**src/rtl/pulse_gen_meter_if.sv**
```systemverilog
// rtl/pulse_gen_meter_if.sv - trigger/echo stimulus and measurement result bundle
interface pulse_gen_meter_if #(
    parameter int CHANNELS = 4,
    parameter int LEN_W    = 8,
    parameter int COUNT_W  = 16
);
    logic                        i_Signal;
    logic [LEN_W-1:0]            i_Pulse_Len;
    logic [COUNT_W-1:0]          i_Timeout;
    logic [CHANNELS-1:0]         i_Echo;
    logic                        o_Impulse;
    logic                        o_ready;
    logic                        o_Valid;
    logic [CHANNELS*COUNT_W-1:0] o_Time;
    logic [CHANNELS-1:0]         o_Hit;
    logic                        o_Timeout;
    logic                        o_Missed;

    // Stimulus side: drives trigger, configuration and echoes
    modport master (
        output i_Signal, i_Pulse_Len, i_Timeout, i_Echo,
        input  o_Impulse, o_ready, o_Valid, o_Time, o_Hit, o_Timeout, o_Missed
    );

    // Meter side
    modport slave (
        input  i_Signal, i_Pulse_Len, i_Timeout, i_Echo,
        output o_Impulse, o_ready, o_Valid, o_Time, o_Hit, o_Timeout, o_Missed
    );
endinterface

```
**src/rtl/pulse_gen_meter.sv**
```systemverilog
// rtl/pulse_gen_meter.sv - impulse generator with per-channel echo time-of-flight capture
module pulse_gen_meter #(
    parameter int CHANNELS = 4,
    parameter int LEN_W    = 8,
    parameter int COUNT_W  = 16
) (
    input  logic             i_Clk,
    input  logic             i_Rst,
    pulse_gen_meter_if.slave bus
);
    localparam int CMP_W = (LEN_W > COUNT_W) ? LEN_W : COUNT_W;

    typedef enum logic [1:0] {IDLE, PULSE, LISTEN, DONE} state_t;

    state_t                      state_q, state_d;
    logic                        sig_prev_q;
    logic [CHANNELS-1:0]         echo_prev_q;
    logic [LEN_W-1:0]            len_q, len_d;
    logic [COUNT_W-1:0]          tmo_q, tmo_d;
    logic [COUNT_W-1:0]          count_q, count_d;
    logic [CHANNELS*COUNT_W-1:0] time_q, time_d;
    logic [CHANNELS-1:0]         hit_q, hit_d;
    logic                        tflag_q, tflag_d;
    logic                        missed_q, missed_d;

    logic                        trig;
    logic                        active;
    logic [CHANNELS-1:0]         echo_rise;
    logic [CHANNELS-1:0]         cap;
    logic                        hit_all;
    logic                        window_end;
    logic                        pulse_end;
    logic [CMP_W-1:0]            count_ext;
    logic [CMP_W-1:0]            len_last;

    assign trig       = bus.i_Signal & ~sig_prev_q;
    assign active     = (state_q == PULSE) || (state_q == LISTEN);
    assign echo_rise  = bus.i_Echo & ~echo_prev_q;
    // Only the first rising edge per channel in a shot is captured
    assign cap        = echo_rise & ~hit_q & {CHANNELS{active}};
    assign hit_all    = &(hit_q | cap);
    assign window_end = (count_q == tmo_q);
    assign count_ext  = CMP_W'(count_q);
    assign len_last   = CMP_W'(len_q) - CMP_W'(1);
    assign pulse_end  = (count_ext == len_last);

    // State register; reset wins over everything, including a running shot
    always_ff @(posedge i_Clk) begin
        if (i_Rst) begin
            state_q <= IDLE;
        end else begin
            state_q <= state_d;
        end
    end

    // Next-state: all-hit or window expiry ends the shot even mid-impulse
    always_comb begin
        state_d = state_q;
        case (state_q)
            IDLE:    if (trig) state_d = PULSE;
            PULSE: begin
                if (hit_all || window_end) state_d = DONE;
                else if (pulse_end)        state_d = LISTEN;
            end
            LISTEN:  if (hit_all || window_end) state_d = DONE;
            DONE:    state_d = IDLE;
            default: state_d = IDLE;
        endcase
    end

    // Outputs: strobes decode the state, results come straight from registers
    always_comb begin
        bus.o_Impulse = (state_q == PULSE);
        bus.o_ready   = (state_q == IDLE);
        bus.o_Valid   = (state_q == DONE);
        bus.o_Time    = time_q;
        bus.o_Hit     = hit_q;
        bus.o_Timeout = tflag_q;
        bus.o_Missed  = missed_q;
    end

    // Datapath next values: shot setup, counting, capture and miss flagging
    always_comb begin
        len_d    = len_q;
        tmo_d    = tmo_q;
        count_d  = count_q;
        time_d   = time_q;
        hit_d    = hit_q;
        tflag_d  = tflag_q;
        missed_d = missed_q;
        if (state_q == IDLE) begin
            if (trig) begin
                // A zero length still launches a one-cycle impulse
                len_d    = (bus.i_Pulse_Len == '0) ? LEN_W'(1) : bus.i_Pulse_Len;
                tmo_d    = bus.i_Timeout;
                count_d  = '0;
                time_d   = '0;
                hit_d    = '0;
                tflag_d  = 1'b0;
                missed_d = 1'b0;
            end
        end else if (trig) begin
            missed_d = 1'b1;
        end
        if (active) begin
            hit_d = hit_q | cap;
            for (int c = 0; c < CHANNELS; c++) begin
                if (cap[c]) time_d[c*COUNT_W +: COUNT_W] = count_q;
            end
            if (hit_all || window_end) begin
                // A capture in the expiry cycle still completes the set
                tflag_d = ~hit_all;
                for (int c = 0; c < CHANNELS; c++) begin
                    if (!hit_d[c]) time_d[c*COUNT_W +: COUNT_W] = '1;
                end
            end else begin
                count_d = count_q + COUNT_W'(1);
            end
        end
    end

    // Datapath registers; edge detectors reset high so held-high inputs do not fire
    always_ff @(posedge i_Clk) begin
        if (i_Rst) begin
            sig_prev_q  <= 1'b1;
            echo_prev_q <= '1;
            len_q       <= '0;
            tmo_q       <= '0;
            count_q     <= '0;
            time_q      <= '0;
            hit_q       <= '0;
            tflag_q     <= 1'b0;
            missed_q    <= 1'b0;
        end else begin
            sig_prev_q  <= bus.i_Signal;
            echo_prev_q <= bus.i_Echo;
            len_q       <= len_d;
            tmo_q       <= tmo_d;
            count_q     <= count_d;
            time_q      <= time_d;
            hit_q       <= hit_d;
            tflag_q     <= tflag_d;
            missed_q    <= missed_d;
        end
    end
endmodule

```
**src/flat_wrapper.sv**
```systemverilog
// flat-port wrapper written by rule: the top's interface ports become plain ports
module pulse_gen_meter_flat 
#(
    parameter int CHANNELS = 4,
    parameter int LEN_W    = 8,
    parameter int COUNT_W  = 16
)
  (i_Clk, i_Rst, bus_i_Signal, bus_i_Pulse_Len, bus_i_Timeout, bus_i_Echo, bus_o_Impulse, bus_o_ready, bus_o_Valid, bus_o_Time, bus_o_Hit, bus_o_Timeout, bus_o_Missed);
  pulse_gen_meter_if #(.CHANNELS(CHANNELS), .LEN_W(LEN_W), .COUNT_W(COUNT_W)) bus_i ();
  input  logic i_Clk;
  input  logic i_Rst;
  input wire logic [$bits(bus_i.i_Signal)-1:0] bus_i_Signal;
  input wire logic [$bits(bus_i.i_Pulse_Len)-1:0] bus_i_Pulse_Len;
  input wire logic [$bits(bus_i.i_Timeout)-1:0] bus_i_Timeout;
  input wire logic [$bits(bus_i.i_Echo)-1:0] bus_i_Echo;
  output wire logic [$bits(bus_i.o_Impulse)-1:0] bus_o_Impulse;
  output wire logic [$bits(bus_i.o_ready)-1:0] bus_o_ready;
  output wire logic [$bits(bus_i.o_Valid)-1:0] bus_o_Valid;
  output wire logic [$bits(bus_i.o_Time)-1:0] bus_o_Time;
  output wire logic [$bits(bus_i.o_Hit)-1:0] bus_o_Hit;
  output wire logic [$bits(bus_i.o_Timeout)-1:0] bus_o_Timeout;
  output wire logic [$bits(bus_i.o_Missed)-1:0] bus_o_Missed;
  assign bus_i.i_Signal = bus_i_Signal;
  assign bus_i.i_Pulse_Len = bus_i_Pulse_Len;
  assign bus_i.i_Timeout = bus_i_Timeout;
  assign bus_i.i_Echo = bus_i_Echo;
  assign bus_o_Impulse = bus_i.o_Impulse;
  assign bus_o_ready = bus_i.o_ready;
  assign bus_o_Valid = bus_i.o_Valid;
  assign bus_o_Time = bus_i.o_Time;
  assign bus_o_Hit = bus_i.o_Hit;
  assign bus_o_Timeout = bus_i.o_Timeout;
  assign bus_o_Missed = bus_i.o_Missed;
  pulse_gen_meter #(.CHANNELS(CHANNELS), .LEN_W(LEN_W), .COUNT_W(COUNT_W)) u_core (.i_Clk(i_Clk), .i_Rst(i_Rst), .bus(bus_i));
endmodule
```
**config.mk**
```make
export PLATFORM = sky130hd
export DESIGN_NAME = pulse_gen_meter_flat
export DESIGN_NICKNAME = d
export VERILOG_FILES = /design/src/rtl/pulse_gen_meter_if.sv /design/src/rtl/pulse_gen_meter.sv /design/src/flat_wrapper.sv
export SDC_FILE = /design/constraint.sdc
export NUM_CORES = 1
export LEC_CHECK = 0
export BUFFER_PORTS_ARGS = -buffer_cell sky130_fd_sc_hd__buf_2
export CAP_MARGIN = 10
export CORE_MARGIN = 10
export CORE_UTILIZATION = 37
export DETAILED_ROUTE_END_ITERATION = 10
export SYNTH_ARGS = -nofsm -noshare
export SYNTH_HDL_FRONTEND = slang
export SYNTH_SLANG_ARGS = --single-unit
```
**constraint.sdc**
```tcl
create_clock -name i_Clk -period 4.8 [get_ports i_Clk]
set_clock_uncertainty 0.1 [all_clocks]
set_input_delay 0.96 -clock i_Clk [delete_from_list [all_inputs] [get_ports i_Clk]]
set_output_delay 0.96 -clock i_Clk [all_outputs]
set_load 0.01 [all_outputs]
```
==> metrics.md, run 1 <==
| Metric | Value |
|---|---|
| Starting Density | 37.7% |
| FF-to-FF End | u_core.count_ext[12] |
| Syn. warnings | 0 |
| Critical Path Start | u_core.state_q[0] |
| Initial antenna violation count | 0 |
| Synth top area share | 45.0% |
| Hold path startpoint | u_core.tmo_q[8] |
| Worst-case reg-to-reg path depth | 10 |
| Post-route DRC | 0 |
| CTS tree | built |
| Post-route minimum period | 3160 ps |
| Share of cells above drive strength 1 | 22.4% |
| Gp weighted congestion | 0.843 |
| Clock root buffer | clkbuf_16 |
| Maximum vdd drop | 321 uV |
| Leak | 2.57 nW |
| GR Layer Usage met3 | 4.45% |
| DR vias | 5,011 |
| Nets | 735 |
| FF-to-FF Start | u_core.state_q[0] |
| CTS H-tree depth | 4 |
| Count of input and output buffers | 103 |
| Sequential area share after synthesis | 45.0% |
| WL per Instance | 18.5 um |
| CP max stage delay | 550 ps |
| Vias in the first global route | 4,889 |
| CTS Sinks | 117 |
| Hold Fails Final Rpt | 0 |
| Mapped Avg Cell Area | 8.35 um2 |
| Clock power share | 30.5% |
| Routed Antenna Nets | 0 |
| Asr flop ratio synth | 0% |
| Switching Fraction | 36.5% |
| Crit path arrival time | 3370 ps |
| Hold Crit Class | flip-flop to flip-flop |
| Die H | 139 um |
| Part of the power in registers | 37.1% |
| CP bufs+invs | 3 |
| P_sw | 1.43 mW |
| WP data required | 5010 ps |
| Synth area leader | dfxtp_1 |
| Most frequent cell after synthesis | dfxtp_1 |
| Post-Route WL | 16,500 um |
| Pint | 2.50 mW |
| Max Freq | 0.317 GHz |
| Worst path top cell family by delay | simple AND/OR/NAND/NOR gates |
| DRT Pass-1 Iters | 5 |
| Rows | 43 |
| Die W | 139 um |
| Total track usage | 16.5% |
| CTS buffer count | 17 |
| Cell variety after synth | 54 |
| Io pins | 104 |
| Full die area | 19,200 um2 |
| Slew HR | 26.6% |
| Worst-Skew Late Latency | 420 ps |
| Synthesized area | 5210 um2 |
| Part of the cycle the worst path needs | 65.8% |
| Critical path depth | 10 |
| Ordered cell list for the critical path | inv_1, ha_1, nor4bb_2, buf_4, nor2_1, nor3_2, nor3_2, buf_4, mux2i_1, a32o_1 |
| Tightest Pin Transition | 1100 ps |
| Crit-path max FO | 24 |
| Vias per std cell | 5.63 |
| Hold Path Depth | 2 |
| Setup crit end | u_core.count_ext[12] |
| Met2 Use GR | 26.8% |
| Max_cap viols | 0 |
| Hold-fix buffers at CTS | 0 |
| TNS Setup | 0 ps |
| Clk buf depth | 2 |
| Final worst-path setup slack | 1640 ps |
| Ant. Diodes | 0 |
| CP startpoint kind | flip-flop |
| Flop2flop setup slack | 1640 ps |
| Logic pwr share | 32.4% |
| M1 GR Usage | 19.7% |
| Initial DRC count | 491 |
| Cells after Synth | 624 |
| Synth top area cells | dfxtp_1 (45%), a21oi_1 (8.8%), a22oi_1 (6.9%) |
| Post-synth top cells | dfxtp_1 (117), a21oi_1 (92), nand2_1 (91) |
| Setup Fix Bufs, Post-CTS | 0 |
| Core Box Area | 13,800 um2 |
| Synth-to-layout area growth | 22.1% |
| Number of flops mapped to enable cells by yosys | 0 |
| Pins Over Slew Limit | 0 |
| Final Util | 46.0% |
| WS Path Type | flip-flop to flip-flop |
| Worst-path clk slew | 50 ps |
| Outcome | finished clean |
| Synthesized flop and latch total | 117 |
| Hpwl dp | 11,000 um |
| Slowest-stage cell, CP | ha_1 |
| PD cells | 618 nW/um2 |
| First-pass GRT wire length | 25,700 um |
| Unrepaired setup endpoints after global routing | false |
| Syn_nets | 662 |
| Setup Viol. Count Final | 0 |
| Pre-CTS setup slack | 1660 ps |
| Gr busiest metal | met2 |
| Crit end category | flip-flop |
| Synth Flop Type | dfxtp_1 |
| Post-cts repair resize count | 0 |
| Largest net degree at the start of global routing | 70 |
| Gr ovfl total | 0 |
## registers in the layout, indices dropped and copies added, names as in the netlist
name and flops:
u_core.sig_prev_q 1, u_core.count_ext 16, u_core.bus.o_Timeout 1, u_core.echo_prev_q 4, u_core.tmo_q 16, u_core.bus.o_Hit 4, u_core.state_q 2, u_core.bus.o_Missed 1
u_core.bus.o_Time 64, u_core.len_q 8
## layout make-up
cell class                 count  area, um2
fill                        1315       7470
multi-input combinational    438       2600
sequential                   117       2340
timing repair buffer         113        593
clock buffer                  21        460
tap                          180        225
clock inverter                11        101
inverter                      10       37.5
## cell usage in the layout (no fill, tap or decap), types with 7 or more instances in the layout
cell	count
buf_2	102
nand3_1	28
nor4_1	10
a31oi_1	22
o21ai_0	10
nor3_1	7
nand2_1	91
buf_4	11
a22oi_1	48
xor2_1	20
clkbuf_16	17
dfxtp_1	117
a21oi_1	92
nor2b_1	8
inv_1	9
ha_1	7
nor2_1	18
## metrics by stage
stage                     power (mW)  hold slack, ps  area (um2)  std cells
after floorplan                 2.26             348        5210        624
after global placement          2.71             362        5800        858
after detailed placement        2.75             361        5800        858
after CTS                       3.95             369        6360        890
after global routing            4.15             381        6360        890
final                           3.93             366        6360        890
## power groups by stage
stage               Combinational, mW  Sequential, mW  Clock (mW)
floorplan                       0.726            1.53           0
global placement                 1.25            1.46           0
detailed placement               1.28            1.47           0
CTS                              1.28            1.45        1.21
global route                     1.41            1.48        1.26
finish                           1.27            1.46        1.20
## worst reg2reg max path, stage by stage (launching register included)
cell      delay, ps
dfxtp_1         420
inv_1           100
ha_1            550
nor4bb_2        300
buf_4           280
nor2_1          110
nor3_2          460
nor3_2           90
buf_4           230
mux2i_1         140
a32o_1          270
## worst min-delay path by stage
stage | end | slack, ps
after floorplan | u_core.tmo_q[0] | 350
after global placement | u_core.tmo_q[11] | 360
after detailed placement | u_core.tmo_q[13] | 360
after CTS | u_core.tmo_q[11] | 370
after global routing | u_core.tmo_q[8] | 380
final | u_core.tmo_q[8] | 370
## routing by layer
layer,wire length [um],up-vias
met1,7210,2395
met3,1130,38
met5,0,-
li1,-,2383
met4,411,0
met2,7730,195
## kinds of logic (layout without fill, tap and decap cells)
family | Yosys count | count (layout) | synth area share, %
adder cells (fa/ha/maj) | 7 | 7 | 1.68
XOR/XNOR | 25 | 25 | 4.20
AO/OA/AOI/OAI | 198 | 198 | 23.7
AND/OR/NAND/NOR | 206 | 206 | 19.6
flip-flops | 117 | 117 | 45.0
multiplexers | 2 | 2 | 0.384
buffers and inverters | 69 | 155 | 5.43
Note: power is estimated with default switching activity, not from simulation.
==> run 2, diff against run 1 <==
ABC_AREA = 1   (was unset)
clock period = 3.2 ns   (was 4.8 ns; I/O delays follow)
==> metrics.md, run 2 <==
| Metric | Value |
|---|---|
| Outcome | finished clean |
| Cells after Synth | 798 (+28%) |
| Routed Antenna Nets | 0 (unchanged) |
| Total track usage | 17.3% (+0.81 points) |
| Core Box Area | 15,900 um2 (+15%) |
| Io pins | 104 (unchanged) |
| Post-route DRC | 0 (unchanged) |
| Worst-case reg-to-reg path depth | 8 (-2) |
| Critical Path Start | u_core.state_q[0] |
| Hpwl dp | 12,900 um (+17%) |
| Number of flops mapped to enable cells by yosys | 0 (unchanged) |
| FF-to-FF End | u_core.bus.o_Time[49] |
| Leak | 2.94 nW (+14%) |
| Rows | 46 (+7.0%) |
| Syn. warnings | 0 (unchanged) |
| Clock root buffer | clkbuf_16 |
| Worst path top cell family by delay | simple AND/OR/NAND/NOR gates |
| Asr flop ratio synth | 0% (unchanged) |
| Starting Density | 37.8% (+0.13 points) |
| Clk buf depth | 2 (unchanged) |
| Hold Path Sink | u_core.sig_prev_q |
| Crit path arrival time | 2960 ps (-410 ps) |
| Commonest non-fill, non-tap cell in the layout | nand2_1 |
| DR vias | 5,886 (+17%) |
| Most frequent cell after synthesis | nand2_1 |
| PD cells | 844 nW/um2 (+37%) |
| Part of the cycle the worst path needs | 84.8% (+19 points) |
| CTS H-tree depth | 4 (unchanged) |
| Vias per std cell | 5.35 (-5.0%) |
| Post-DP Area | 6630 um2 (+14%) |
| Hold-fix buffers at CTS | 0 (unchanged) |
| Setup Fix Bufs, Post-CTS | 0 (unchanged) |
| Post-synth top cells | nand2_1 (132), dfxtp_1 (117), nand3_1 (90) |
| Vias in the first global route | 5,415 (+11%) |
| Tightest Pin Transition | 980 ps (-117 ps) |
| WHS | 296 ps (-70.6 ps) |
| Hold path startpoint | bus_i_Signal |
| Mapped Avg Cell Area | 7.55 um2 (-9.5%) |
| DRT Pass-1 Iters | 5 (unchanged) |
| Gr ovfl total | 0 (unchanged) |
| Synth top area share | 38.9% (-6.1 points) |
| Synthesized flop and latch total | 117 (unchanged) |
| Full die area | 21,800 um2 (+13%) |
| Synth top area cells | dfxtp_1 (39%), nand2_1 (8.2%), nand3_1 (7.5%) |
| Flop2flop setup slack | 490 ps (-1160 ps) |
| Unrepaired setup endpoints after global routing | false |
| Syn_nets | 836 (+26%) |
| Crit end category | flip-flop |
| CP startpoint kind | flip-flop |
| Share of cells above drive strength 1 | 24.2% (+1.8 points) |
| TNS Setup | 0 ps (unchanged) |
| Initial DRC count | 549 (+12%) |
| Ant. Diodes | 0 (unchanged) |
| Nets | 909 (+24%) |
| Worst-path clk slew | 60 ps (about the same) |
| Die W | 148 um (+6.5%) |
| Hold Fails Final Rpt | 0 (unchanged) |
| Post-cts repair resize count | 0 (unchanged) |
| Largest net degree at the start of global routing | 80 (+14%) |
| Max FFs per register | 64 (unchanged) |
| Crit-path max FO | 18 (-25%) |
| Gp weighted congestion | 0.888 (+5.3%) |
| Die H | 148 um (+6.5%) |
| Worst-Skew Late Latency | 430 ps (about the same) |
| Max_cap viols | 0 (unchanged) |
| Most used cell, CP | nand4_4 |
| Count of input and output buffers | 103 (unchanged) |
| CTS buffer count | 17 (unchanged) |
| CP bufs+invs | 1 (-2) |
| WP data required | 3440 ps (-1570 ps) |
| Synthesized area | 6030 um2 (+16%) |
| Commonest cells after routing, fill and taps aside | nand2_1 (132), dfxtp_1 (117), buf_2 (103) |
| Sequential area share after synthesis | 38.9% (-6.1 points) |
| Hold Crit Class | input port to flip-flop |
| Setup Viol. Count Final | 0 (unchanged) |
| Cell variety after synth | 36 (-33%) |
| Synth area leader | dfxtp_1 |
| CTS Sinks | 117 (unchanged) |
| Final Instance Area | 7230 um2 (+14%) |
| Ordered cell list for the critical path | inv_1, ha_2, nand3_4, nand2_1, nand4_4, nand2_8, nand4_4, a31oi_1 |
| Synth-to-layout area growth | 20.0% |
| WS Path Type | flip-flop to flip-flop |
| CP max stage delay | 600 ps (+50 ps) |
| Post-route minimum period | 2710 ps (-445 ps) |
| Max Freq | 0.369 GHz (+16%) |
| Post-Route WL | 19,300 um (+17%) |
| Hold Path Depth | 3 (+1) |
| WL per Instance | 17.5 um (-5.5%) |
| CTS tree | built |
| Slowest-stage cell, CP | ha_2 |
| Maximum vdd drop | 436 uV (+36%) |
| First-pass GRT wire length | 30,200 um (+18%) |
| Initial antenna violation count | 0 (unchanged) |
| Pins Over Slew Limit | 0 (unchanged) |
| Power Total | 6.11 mW (+55%) |
| Synth Flop Type | dfxtp_1 |
| FF-to-FF Start | u_core.state_q[0] |
| Slew HR | 34.6% (+8.1 points) |
[run 2: routing by layer]
metal | GRT usage (%) | up-vias | part of all wire [%]
li1 | - | 2943 | -
met1 | 23.6 | 2734 | 47
met2 | 25.9 | 187 | 44
met3 | 4.85 | 22 | 6.9
met4 | 5.20 | 0 | 1.4
met5 | 0 | - | 0
[run 2: cells by family after synthesis]
family                     share of synthesized area, %
buffers and inverters                              10.2
xor gates and xnor gates                          0.582
AOI/OAI and AO/OA                                  16.9
adders and majority gates                          1.45
and+or+nand+nor                                    32.0
DFF                                                38.9
[run 2: worst max-delay path by stage]
stage	to	slack (ps)	cells past startpoint
2_1_floorplan	u_core.count_ext[5]	1120	13
3_3_place_gp	u_core.count_ext[0]	570	11
3_5_place_dp	u_core.bus.o_Time[50]	550	8
4_1_cts	u_core.bus.o_Time[0]	530	8
5_1_grt	u_core.bus.o_Time[3]	290	8
6_report	u_core.bus.o_Time[49]	490	8
[run 2: final cells by class]
| class | instances | area [um2] |
|---|---|---|
| clock buffers | 21 | 450 |
| fillers | 1626 | 8710 |
| multi-input cells | 542 | 3070 |
| clock inverters | 11 | 153 |
| well taps | 216 | 270 |
| flip-flops and latches | 117 | 2340 |
| inverters | 69 | 262 |
| repair buffers | 124 | 686 |
[run 2: tightest hold or removal path, stage by stage]
cell and delay [ps]:
buf_2 70, inv_1 40, nand2_1 40
[run 2: where the power goes]
part	leakage [nW]	switching, mW	total [mW]	internal (mW)
Combinational	1.71	1.35	2.08	0.736
Sequential	0.952	0.244	2.05	1.81
Clock	0.283	0.726	1.97	1.25
Total	2.94	2.32	6.11	3.79
[run 2: per-stage QoR]
step           utilization [%]  instances  worst slack, ps
5_1_grt                   45.4       1100              290
4_1_cts                   45.4       1100              525
2_1_floorplan                -        798             1120
3_3_place_gp              41.6       1068              569
6_report                  45.4       1100              486
3_5_place_dp              41.6       1068              548
